===== config.mk =====
export PLATFORM = sky130hd
export DESIGN_NAME = ex_issue
export DESIGN_NICKNAME = d
export VERILOG_FILES = /design/src/rtl/ex_issue.sv
export SDC_FILE = /design/constraint.sdc
export NUM_CORES = 1
export LEC_CHECK = 0
export BUFFER_PORTS_ARGS = -buffer_cell sky130_fd_sc_hd__buf_2
export CAP_MARGIN = 20
export CORE_MARGIN = 4
export CORE_UTILIZATION = 31
export DETAILED_ROUTE_END_ITERATION = 10
export PLACE_DENSITY = 0.63
export SETUP_SLACK_MARGIN = 0.05
export SLEW_MARGIN = 10
export SYNTH_ARGS = -nofsm -noshare
export SYNTH_HDL_FRONTEND = slang
export SYNTH_SLANG_ARGS = --single-unit

===== constraint.sdc =====
create_clock -name clk -period 4.93 [get_ports clk]
set_input_delay 0.2465 -clock clk [delete_from_list [all_inputs] [get_ports clk]]
set_output_delay 0.2465 -clock clk [all_outputs]
set_load 0.01 [all_outputs]

===== src/rtl/ex_issue.sv =====
// ex_issue: single-entry issue register between decode and execute.
// Holds one decoded instruction and drives the ALU directly from registers.
// Operands are forwarded from MEM/WB at capture. While the entry is stalled,
// the stored operands keep tracking later writebacks to the same register.
module ex_issue #(
    parameter int DW = 32
) (
    input  logic          clk,
    input  logic          rst_n,
    // decode-side handshake and decoded fields
    input  logic          in_valid,
    output logic          in_ready,
    input  logic [3:0]    in_op,
    input  logic [4:0]    in_sa,
    input  logic [4:0]    in_rs_idx,
    input  logic [4:0]    in_rt_idx,
    input  logic [4:0]    in_rd_idx,
    input  logic          in_wen,
    input  logic [DW-1:0] in_rs_val,
    input  logic [DW-1:0] in_rt_val,
    // forwarding sources
    input  logic          mem_wen,
    input  logic [4:0]    mem_idx,
    input  logic [DW-1:0] mem_data,
    input  logic          wb_wen,
    input  logic [4:0]    wb_idx,
    input  logic [DW-1:0] wb_data,
    input  logic          flush,
    // execute-side handshake and ALU drive
    output logic          out_valid,
    input  logic          out_ready,
    output logic [3:0]    alu_op,
    output logic [DW-1:0] alu_rs,
    output logic [DW-1:0] alu_rt,
    output logic [4:0]    alu_sa,
    output logic [4:0]    out_rd_idx,
    output logic          out_wen,
    output logic [15:0]   stall_cnt
);

    // Source register indices kept with the entry so a stalled operand can
    // keep matching writebacks.
    logic [4:0]    rs_idx_q;
    logic [4:0]    rt_idx_q;
    logic          capture;
    logic          stalled;
    logic [4:0]    rs_src_idx;
    logic [4:0]    rt_src_idx;
    logic [DW-1:0] rs_base;
    logic [DW-1:0] rt_base;
    logic [DW-1:0] rs_fwd;
    logic [DW-1:0] rt_fwd;

    // Bypass selection: MEM is younger than WB, so it wins; register 0 is
    // hard-wired and never bypassed.
    function automatic logic [DW-1:0] bypass(
        input logic [4:0]    idx,
        input logic [DW-1:0] dflt,
        input logic          m_wen,
        input logic [4:0]    m_idx,
        input logic [DW-1:0] m_data,
        input logic          w_wen,
        input logic [4:0]    w_idx,
        input logic [DW-1:0] w_data
    );
        logic [DW-1:0] r;
        r = dflt;
        if (idx != 5'd0 && m_wen && m_idx == idx)
            r = m_data;
        else if (idx != 5'd0 && w_wen && w_idx == idx)
            r = w_data;
        return r;
    endfunction

    // Handshake: accept whenever the slot is empty or draining this cycle.
    always_comb begin
        in_ready = !out_valid || out_ready;
        capture  = in_valid && in_ready && !flush;
        stalled  = out_valid && !out_ready;
    end

    // Operand source: fresh register-file data at capture, the stored operand
    // while holding.
    always_comb begin
        rs_src_idx = capture ? in_rs_idx : rs_idx_q;
        rt_src_idx = capture ? in_rt_idx : rt_idx_q;
        rs_base    = capture ? in_rs_val : alu_rs;
        rt_base    = capture ? in_rt_val : alu_rt;
        rs_fwd     = bypass(rs_src_idx, rs_base, mem_wen, mem_idx, mem_data,
                            wb_wen, wb_idx, wb_data);
        rt_fwd     = bypass(rt_src_idx, rt_base, mem_wen, mem_idx, mem_data,
                            wb_wen, wb_idx, wb_data);
    end

    // Entry register: flush beats capture, capture beats drain, drain beats hold.
    // Payload fields are kept on flush/drain; only valid/wen are cleared.
    always_ff @(posedge clk or negedge rst_n) begin
        // NOTE: every register here is state, so non-blocking assignments keep
        // each read seeing the pre-edge value regardless of statement order.
        if (!rst_n) begin
            out_valid  <= 1'b0;
            out_wen    <= 1'b0;
            alu_op     <= '0;
            alu_rs     <= '0;
            alu_rt     <= '0;
            alu_sa     <= '0;
            out_rd_idx <= '0;
            rs_idx_q   <= '0;
            rt_idx_q   <= '0;
        end else if (flush) begin
            out_valid <= 1'b0;
            out_wen   <= 1'b0;
        end else if (capture) begin
            out_valid  <= 1'b1;
            out_wen    <= in_wen;
            alu_op     <= in_op;
            alu_sa     <= in_sa;
            out_rd_idx <= in_rd_idx;
            rs_idx_q   <= in_rs_idx;
            rt_idx_q   <= in_rt_idx;
            alu_rs     <= rs_fwd;
            alu_rt     <= rt_fwd;
        end else if (out_valid && out_ready) begin
            out_valid <= 1'b0;
            out_wen   <= 1'b0;
        end else if (out_valid) begin
            alu_rs <= rs_fwd;
            alu_rt <= rt_fwd;
        end
    end

    // Stall counter: counts every edge the entry is blocked, sticks at max.
    always_ff @(posedge clk or negedge rst_n) begin
        if (!rst_n)
            stall_cnt <= '0;
        else if (stalled && stall_cnt != 16'hFFFF)
            stall_cnt <= stall_cnt + 16'd1;
    end

endmodule

# Yosys cells after proc, flatten, opt, wreduce, memory -nomap -nowiden
# Cells that the tools add are included.
[classes]
muxes = 19
magnitude_cmp = 0
n_addsub = 1
div_mod_pow = 0
shifts = 0
n_mul = 0
bitwise = 1
reduce_logical = 23
eq_ne = 6
[op_table]
columns = ["cell", "count"]
rows = [
  ["$mux W32", 12],
  ["$eq A5 B5 Y1", 4],
  ["$add A16 B1 Y16 const B", 1],
  ["$ne A16 B16 Y1 const B", 1],
  ["$logic_and A1 B1 Y1", 13],
  ["$mux W5", 2],
  ["$reduce_bool A5 Y1", 2],
  ["$mux W1", 5],
  ["$logic_not A1 Y1", 3],
  ["$reduce_and A3 Y1", 1],
  ["$reduce_bool A3 Y1", 1],
  ["$ne A2 B2 Y1 const B", 1],
  ["$reduce_and A2 Y1", 1],
  ["$reduce_bool A2 Y1", 1],
  ["$logic_or A1 B1 Y1", 1],
  ["$not A1 Y1", 1],
]
[totals]
ramBits = 0
romBits = 0
latchBits = 0
inputBits = 170
register_bits = 106
out_inout_bits = 97
n_memories = 0

# Logic depth before layout (Yosys ltp)
# Gate-level depths: netlist (run 1).
[logic_depth]
word_depth = 13
mapped_depth = 13
ltp_nobuf = 8

# Worst setup path before layout (run 1)
# Ideal clock, no wire load.
[synth_timing]
kind = "register to register"
from = "register out_valid"
to = "register alu_rt[1]"
setup_time_ns = 0.125
stages_incl_launch_ff = 12
slack_ns = 1.888
arrival_time_ns = 2.917
path_buffers = 4
cell_sequence = "dfrtp_1 > nor2b_1 > buf_2 > o21ai_0 > a21oi_1 > or4_1 > clkbuf_1 > or2_1 > buf_2 > a311oi_4 > buf_6 > mux2_2"
[synth_via]
elab_chain_len = 13
elab_cells_between_ends = 22
classes_between = "eq/ne (3); mux (7); reduce/logical (12)"
[synth_lines]
columns = ["item", "line_no", "text"]
rows = [
  ["start: declaration", "30", "output logic out_valid,"],
  ["start signal: assignment", "101", "out_valid <= 1'b0;"],
  ["start signal: assignment", "111", "out_valid <= 1'b0;"],
  ["start signal: assignment", "114", "out_valid <= 1'b1;"],
  ["$logic_not A1 Y1", "77", "in_ready = !out_valid || out_ready;"],
  ["$logic_or A1 B1 Y1", "77", ""],
  ["$logic_and A1 B1 Y1 (2 in a row)", "78", "capture = in_valid && in_ready && !flush;"],
  ["$mux W5", "-", ""],
  ["$reduce_bool A5 Y1", "68, 70", ""],
  ["$logic_and A1 B1 Y1 (2 in a row)", "70", "else if (idx != 5'd0 && w_wen && w_idx == idx)"],
  ["$mux W32", "70", ""],
  ["$mux W32", "68", "if (idx != 5'd0 && m_wen && m_idx == idx)"],
  ["$mux W32", "126", "end else if (out_valid) begin"],
  ["$mux W32", "123", "end else if (out_valid && out_ready) begin"],
  ["$mux W32", "113", "end else if (capture) begin"],
  ["end signal: assignment", "122", "alu_rt <= rt_fwd;"],
  ["end signal: assignment", "128", "alu_rt <= rt_fwd;"],
  ["end: declaration", "34", "output logic [DW-1:0] alu_rt,"],
]
# Several ways; a longest one is shown, not always the timed one. The select of a mux whose other input is x is not followed.
# A chain may end at the register's enable or synchronous reset.

# Worst setup path after layout (run 1)
# Ends and elaborated chain as after synthesis.

==> flow_summary_export.csv, run 1 <==
group,metric,value,unit
cts,cts_max_path_buffers,2,
drt,dr_total_vias,6671,
layout,nFillCells,2080,
layout,drive_above_1_share,34.4,%
timing,rsz0062_at_grt,"false",
power_and_ir_drop,leakagePower,0.00379,µW
synth,synth_top_area_share,41.6,%
grt,antenna_found_initial,3,
drt,wl_per_cell,19.8,µm
grt,grt_overflow,0,
synth,synth_area_leaders,"dfrtp_1 (42%), o21ai_0 (5.5%), o32ai_1 (4.4%)",
timing,tns,0,ns
timing,hold_viol,0,
synth,synth_area,0.00637,mm²
synth,synth_ff_type,"dfrtp_1",
grt,grt_pass1_vias,6537,
cts,cts_tree,"built",
drt,wirelength,24.4,mm
grt,grtUsageTotal,20.6,%
worst_setup_path,worstPathRequired,5.17,ns
placed_design,dpl_cell_area,0.00798,mm²
floorplan,rows,52,
synth,synthCells,720,
timing,fmax,271,MHz
timing,drv_slew,0,
cts,htree_levels,3,
synth,yosys_warnings,0,
layout,mostFrequentLayoutCells,"buf_2 (265), dfrtp_1 (106), nand2_1 (72)",
synth,synth_top_area_cell,"dfrtp_1",
drt,drt_iter0_markers,459,
drt,postRouteAntennaNets,0,
drt,via_per_inst,5.40,
worst_setup_path,endpoint_kind,"flop",
power_and_ir_drop,peakVddDrop,143,µV
cts,clk_pin_slew,0.07,ns
worst_setup_path,critPathMaxFanout,33,
floorplan,die_h,151,µm
synth,synth_seq_cells,106,
timing,period_needed,3.69,ns
drt,drtPass1Iterations,5,
placed_design,portBuffers,266,
layout,final_common_cell,"buf_2",
synth,synth-edff-count,0,
floorplan,ios,267,
synth,syn-num-nets,891,
cts,clk_latency,0.36,ns
cts,cts_setup_buffers,0,
layout,final_area,0.00829,mm²
timing,setup_viol,0,
floorplan,initial_core_util,31.5,%
grt,grt_max_degree,56,
floorplan,die-area,0.0229,mm²
layout,nNetsFinal,1129,
layout,area_growth,30.1,%
cts,ctsResizeCount,0,
power_and_ir_drop,powerDensity,358,mW/mm²
drt,drc,0,
worst_setup_path,cp.arrival,3.93,ns
timing,skew,0.0123,ns
cts,hold_buffers,1,
outcome,status,"finished, final reports clean",
synth,avgSynthCellArea,8.85,µm²
job,cap_violations,0,
placed_design,place_hpwl,18.0,mm
synth,synth_cell_types,56,
worst_setup_path,worstSetupPathType,"flop to flop",
cts,cts-buffers-inserted,9,
grt,grt_pass1_wl,36.7,mm
worst_hold_path,hp-class,"primary input to flop",
timing,tightestPinTransition,0.836,ns
synth,seq_area_frac_synth,41.6,%
worst_setup_path,startpoint_type,"flop",
floorplan,die_w,151,µm
cts,cts_sinks,106,
timing,min_period_over_period,74.8,%
placed_design,gp_routability_congestion,0.932,
synth,async_reset_ff_share,100,%
timing,relSlewSlack,44.2,%
floorplan,core,0.0202,mm²
cts,cts-root-buf,"clkbuf_16",
-- where the power goes --
part	total (µW)	internal (µW)	switching, µW	leakage (µW)
sequential	1250	1100	149	0.00131
combinational	996	421	575	0.00235
clock	724	373	351	0.000138
-- per-layer routing --
metal	part of all wire, %	GRT usage [%]
met3	7.5	3.95
met4	2.9	7.80
met2	46	32.2
met1	44	28.1
met5	0.029	0
-- path summary, 6_finish.rpt --
check,startpoint,endpoint,slack (ns),cells after the start
worst max-delay path,out_valid,alu_rt[1],1.24,10
max in group asynchronous,rst_n,rs_idx_q[1],3.25,3
min in group asynchronous,rst_n,alu_rt[3],0.46,2
worst min-delay path,in_rd_idx[4],out_rd_idx[4],0.08,3
worst max register to register,out_valid,alu_rt[1],1.24,10
worst min register to register,alu_sa[4],alu_sa[4],0.48,2
-- Yosys cell counts (all sizes together) (5+ instances only) --
cell / n
clkbuf: 48
nor4: 5
xor2: 13
nand4: 6
inv: 46
a21boi: 32
nor2: 11
a31oi: 33
nand3: 41
or2: 7
nor2b: 7
mux2: 34
o21ai: 71
buf: 14
o32ai: 32
nor3: 39
xnor2: 11
dfrtp: 106
nand2: 72
a211oi: 37
-- critical path: stages (launching register included) --
cell      delay (ns)
dfrtp_1         0.36
nor2b_1         0.37
buf_4           0.26
o21ai_0         0.15
and3_1          0.21
or4_1           0.50
buf_4           0.28
or2_1           0.32
a311oi_4        0.37
buf_4           0.36
mux2_2          0.37
-- cell type report --
class | count | area, µm² | area share (%)
Multi-Input combinational cell | 506 | 3320 | 40.1
Sequential cell | 106 | 2650 | 32.0
Timing Repair Buffer | 289 | 1510 | 18.2
Tap cell | 270 | 338 | 4.08
Clock buffer | 11 | 253 | 3.05
Inverter | 46 | 173 | 2.08
Clock inverter | 5 | 37.5 | 0.453
Antenna cell | 2 | 5.00 | 0.0604
-- stage by stage --
step | setup slack (ns) | total power (µW) | utilization [%] | hold WS [ns] | cells
after detailed placement | 1.15 | 2270 | 39.5 | 0.337 | 1216
after floorplan | 1.89 | 1760 | - | -0.0491 | 720
after global placement | 1.27 | 2250 | 39.5 | 0.334 | 1216
after CTS | 1.23 | 3000 | 40.9 | 0.0714 | 1233
final | 1.24 | 2970 | 41.0 | 0.0804 | 1235
after global routing | 0.906 | 3160 | 41.0 | 0.0774 | 1235
-- flip-flops by register name, indices dropped and copies added (netlist names) --
name and count:
out_wen 1, alu_sa 5, alu_rt 32, rt_idx_q 5, rs_idx_q 5, alu_op 4
stall_cnt 16, alu_rs 32, out_rd_idx 5, out_valid 1
-- cells by family after synthesis --
kind of cell | synth area share [%]
multiplexers | 6.48
XOR/XNOR | 3.30
buffers and inverters | 6.93
adder cells (fa/ha/maj) | 0.196
AO/OA/AOI/OAI | 25.3
AND/OR/NAND/NOR | 16.2
flip-flops | 41.6
(Power assumes the default switching activity.)
==> run 2: changes to the inputs <==
==> constraint.sdc (replaced) <==
create_clock -name clk -period 3.7 [get_ports clk]
set_input_delay 0.185 -clock clk [delete_from_list [all_inputs] [get_ports clk]]
set_output_delay 0.185 -clock clk [all_outputs]
set_load 0.01 [all_outputs]
==> run 2 against run 1 <==
Compared with the run above:
- fmax rose by 12%
- largest power group unchanged
- wire length rose by 1.8%
- die area did not move
- critical path depth rose by 1
- hold slack got worse by 0.058 ns
- via count rose by 0.72%
- highest routed layer is now met4
- clock power rose by 29%
- non-clock buffer count rose by 4
==> flow_summary_export.csv, run 2 (synthesis results as in run 1) <==
group,metric,value,unit
floorplan,initial_core_util,31.5,%
timing,tns,0,ns
timing,tightestPinTransition,0.923,ns
floorplan,die_h,151,µm
drt,drtPass1Iterations,5,
timing,relSlewSlack,38.4,%
floorplan,ios,267,
layout,final_common_cell,"buf_2",
power_and_ir_drop,leakagePower,0.00381,µW
worst_setup_path,critPathMaxFanout,29,
power_and_ir_drop,p_sw,1440,µW
worst_setup_path,rr_endpoint,"alu_rs[8]",
worst_setup_path,endpoint_kind,"flop",
cts,clk_latency,0.36,ns
worst_setup_path,cp-startpoint,"out_valid",
power_and_ir_drop,p_total,3950,µW
power_and_ir_drop,peakVddDrop,260,µV
worst_setup_path,timing.rr.start,"out_valid",
cts,htree_levels,3,
floorplan,rows,52,
worst_setup_path,critPathMostFrequentCell,"buf_4",
worst_setup_path,max_stage_delay,0.44,ns
timing,drv_slew,0,
power_and_ir_drop,switching_share,36.3,%
timing,period_needed,3.28,ns
timing,setup_viol,0,
drt,wl_per_cell,20.1,µm
layout,multiInputGateArea,0.00332,mm²
grt,grt_pass1_wl,37.0,mm
placed_design,portBuffers,266,
layout,mostFrequentLayoutCells,"buf_2 (265), dfrtp_1 (106), nand2_1 (72)",
grt,grt_overflow,0,
timing,rsz0062_at_grt,"false",
cts,cts-buffers-inserted,9,
timing,skew,0.0105,ns
layout,nFillCells,2086,
outcome,status,"finished, final reports clean",
drt,drc,0,
timing,fmax,305,MHz
worst_setup_path,crit_end,"alu_rs[8]",
drt,dr_total_vias,6719,
power_and_ir_drop,power_frac_clock,23.6,%
timing,min_period_over_period,88.8,%
layout,nNetsFinal,1133,
layout,seqCellArea,0.00265,mm²
worst_hold_path,hp-class,"primary input to flop",
drt,via_per_inst,5.42,
layout,drive_above_1_share,34.4,%
worst_hold_path,min_path_cells,3,
worst_setup_path,ff2ff_path_depth,11,
worst_setup_path,worstPathRequired,3.94,ns
cts,cts_tree,"built",
drt,drt_iter0_markers,614,
layout,area_growth,30.9,%
floorplan,die-area,0.0229,mm²
power_and_ir_drop,power_frac_comb,34.3,%
worst_setup_path,worstSetupPathType,"flop to flop",
grt,grt_max_degree,67,
grt,antenna_found_initial,1,
worst_setup_path,slowest_stage,"a221oi_1",
worst_setup_path,startpoint_type,"flop",
worst_setup_path,cp.arrival,3.53,ns
drt,postRouteAntennaNets,0,
worst_setup_path,rrSetupSlack,0.42,ns
power_and_ir_drop,pwr-share-seq,42.1,%
cts,cts_sinks,106,
job,cap_violations,0,
power_and_ir_drop,powerDensity,474,mW/mm²
timing,hold_viol,0,
cts,cts-root-buf,"clkbuf_16",
power_and_ir_drop,p_int,2520,µW
cts,clk_pin_slew,0.07,ns
grt,grtUsageTotal,20.7,%
placed_design,gp_routability_congestion,0.870,
floorplan,core,0.0202,mm²
drt,wirelength,24.9,mm
cts,cts_setup_buffers,0,
worst_setup_path,worstPathCellList,"nor2b_1 -> buf_4 -> inv_2 -> nand2_1 -> buf_4 -> a21oi_1 -> a221oi_1 -> and3b_1 -> buf_4 -> a211oi_1 -> o32ai_1",
cts,cts_max_path_buffers,2,
floorplan,die_w,151,µm
layout,largestRegisters,"alu_rs (32), alu_rt (32), stall_cnt (16)",
placed_design,place_hpwl,17.9,mm
grt,grt_pass1_vias,6535,
==> run 2: worst min path at each step <==
| stage | from | end | slack [ns] |
|---|---|---|---|
| floorplan | rst_n | alu_op[0] | -0.11 |
| global placement | rst_n | alu_rt[3] | 0.38 |
| global route | in_rd_idx[2] | out_rd_idx[2] | 0.02 |
| detailed placement | rst_n | alu_rt[4] | 0.38 |
| finish | in_op[3] | alu_op[3] | 0.02 |
| CTS | in_op[3] | alu_op[3] | 0.007 |
==> run 2: power groups by stage <==
stage | Combinational, µW | Sequential [µW] | Clock (µW)
2_1_floorplan | 545 | 1800 | 0
4_1_cts | 1370 | 1660 | 963
6_report | 1350 | 1660 | 934
3_5_place_dp | 1370 | 1680 | 0
3_3_place_gp | 1350 | 1670 | 0
5_1_grt | 1490 | 1700 | 1010
==> run 2: through the flow <==
stage	hold slack, ns	cell area, µm²	setup WS, ns	instances	utilization, %
after CTS	0.00657	8340	0.437	1237	41.2
after floorplan	-0.111	6370	0.658	720	-
final	0.0226	8340	0.416	1239	41.2
after detailed placement	0.379	8050	0.473	1220	39.8
after global placement	0.376	8050	0.505	1220	39.8
after global routing	0.0163	8340	0.124	1238	41.2
==> run 2: layer usage <==
layer | global-route usage, % | up-vias | share of wire [%]
met4 | 6.71 | 0 | 2.6
met5 | 0 | - | 0
met2 | 33.1 | 293 | 47
met1 | 27.8 | 3247 | 42
met3 | 4.70 | 42 | 8.3
li1 | - | 3137 | -
==> run 2: final cells by class <==
class                      count  area share, %
clock inverter                 4          0.330
antenna                        2         0.0600
tap                          270           4.05
multi-input combinational    506           39.8
clock buffer                  12           2.96
sequential                   106           31.8
inverter                      46           2.07
timing repair buffer         293           18.9
==> run 2: timing repair <==
item,in CTS,in global routing
hold endpoints to repair,9,0
resized for setup,0,0
hold buffers,1,0
==> run 2: critical path: cells and delay by family (launching register included) <==
family	cells	cell delay, ns
buf+inv	4	1.07
compound gates	4	0.97
simple gates	3	0.75
flops	1	0.36
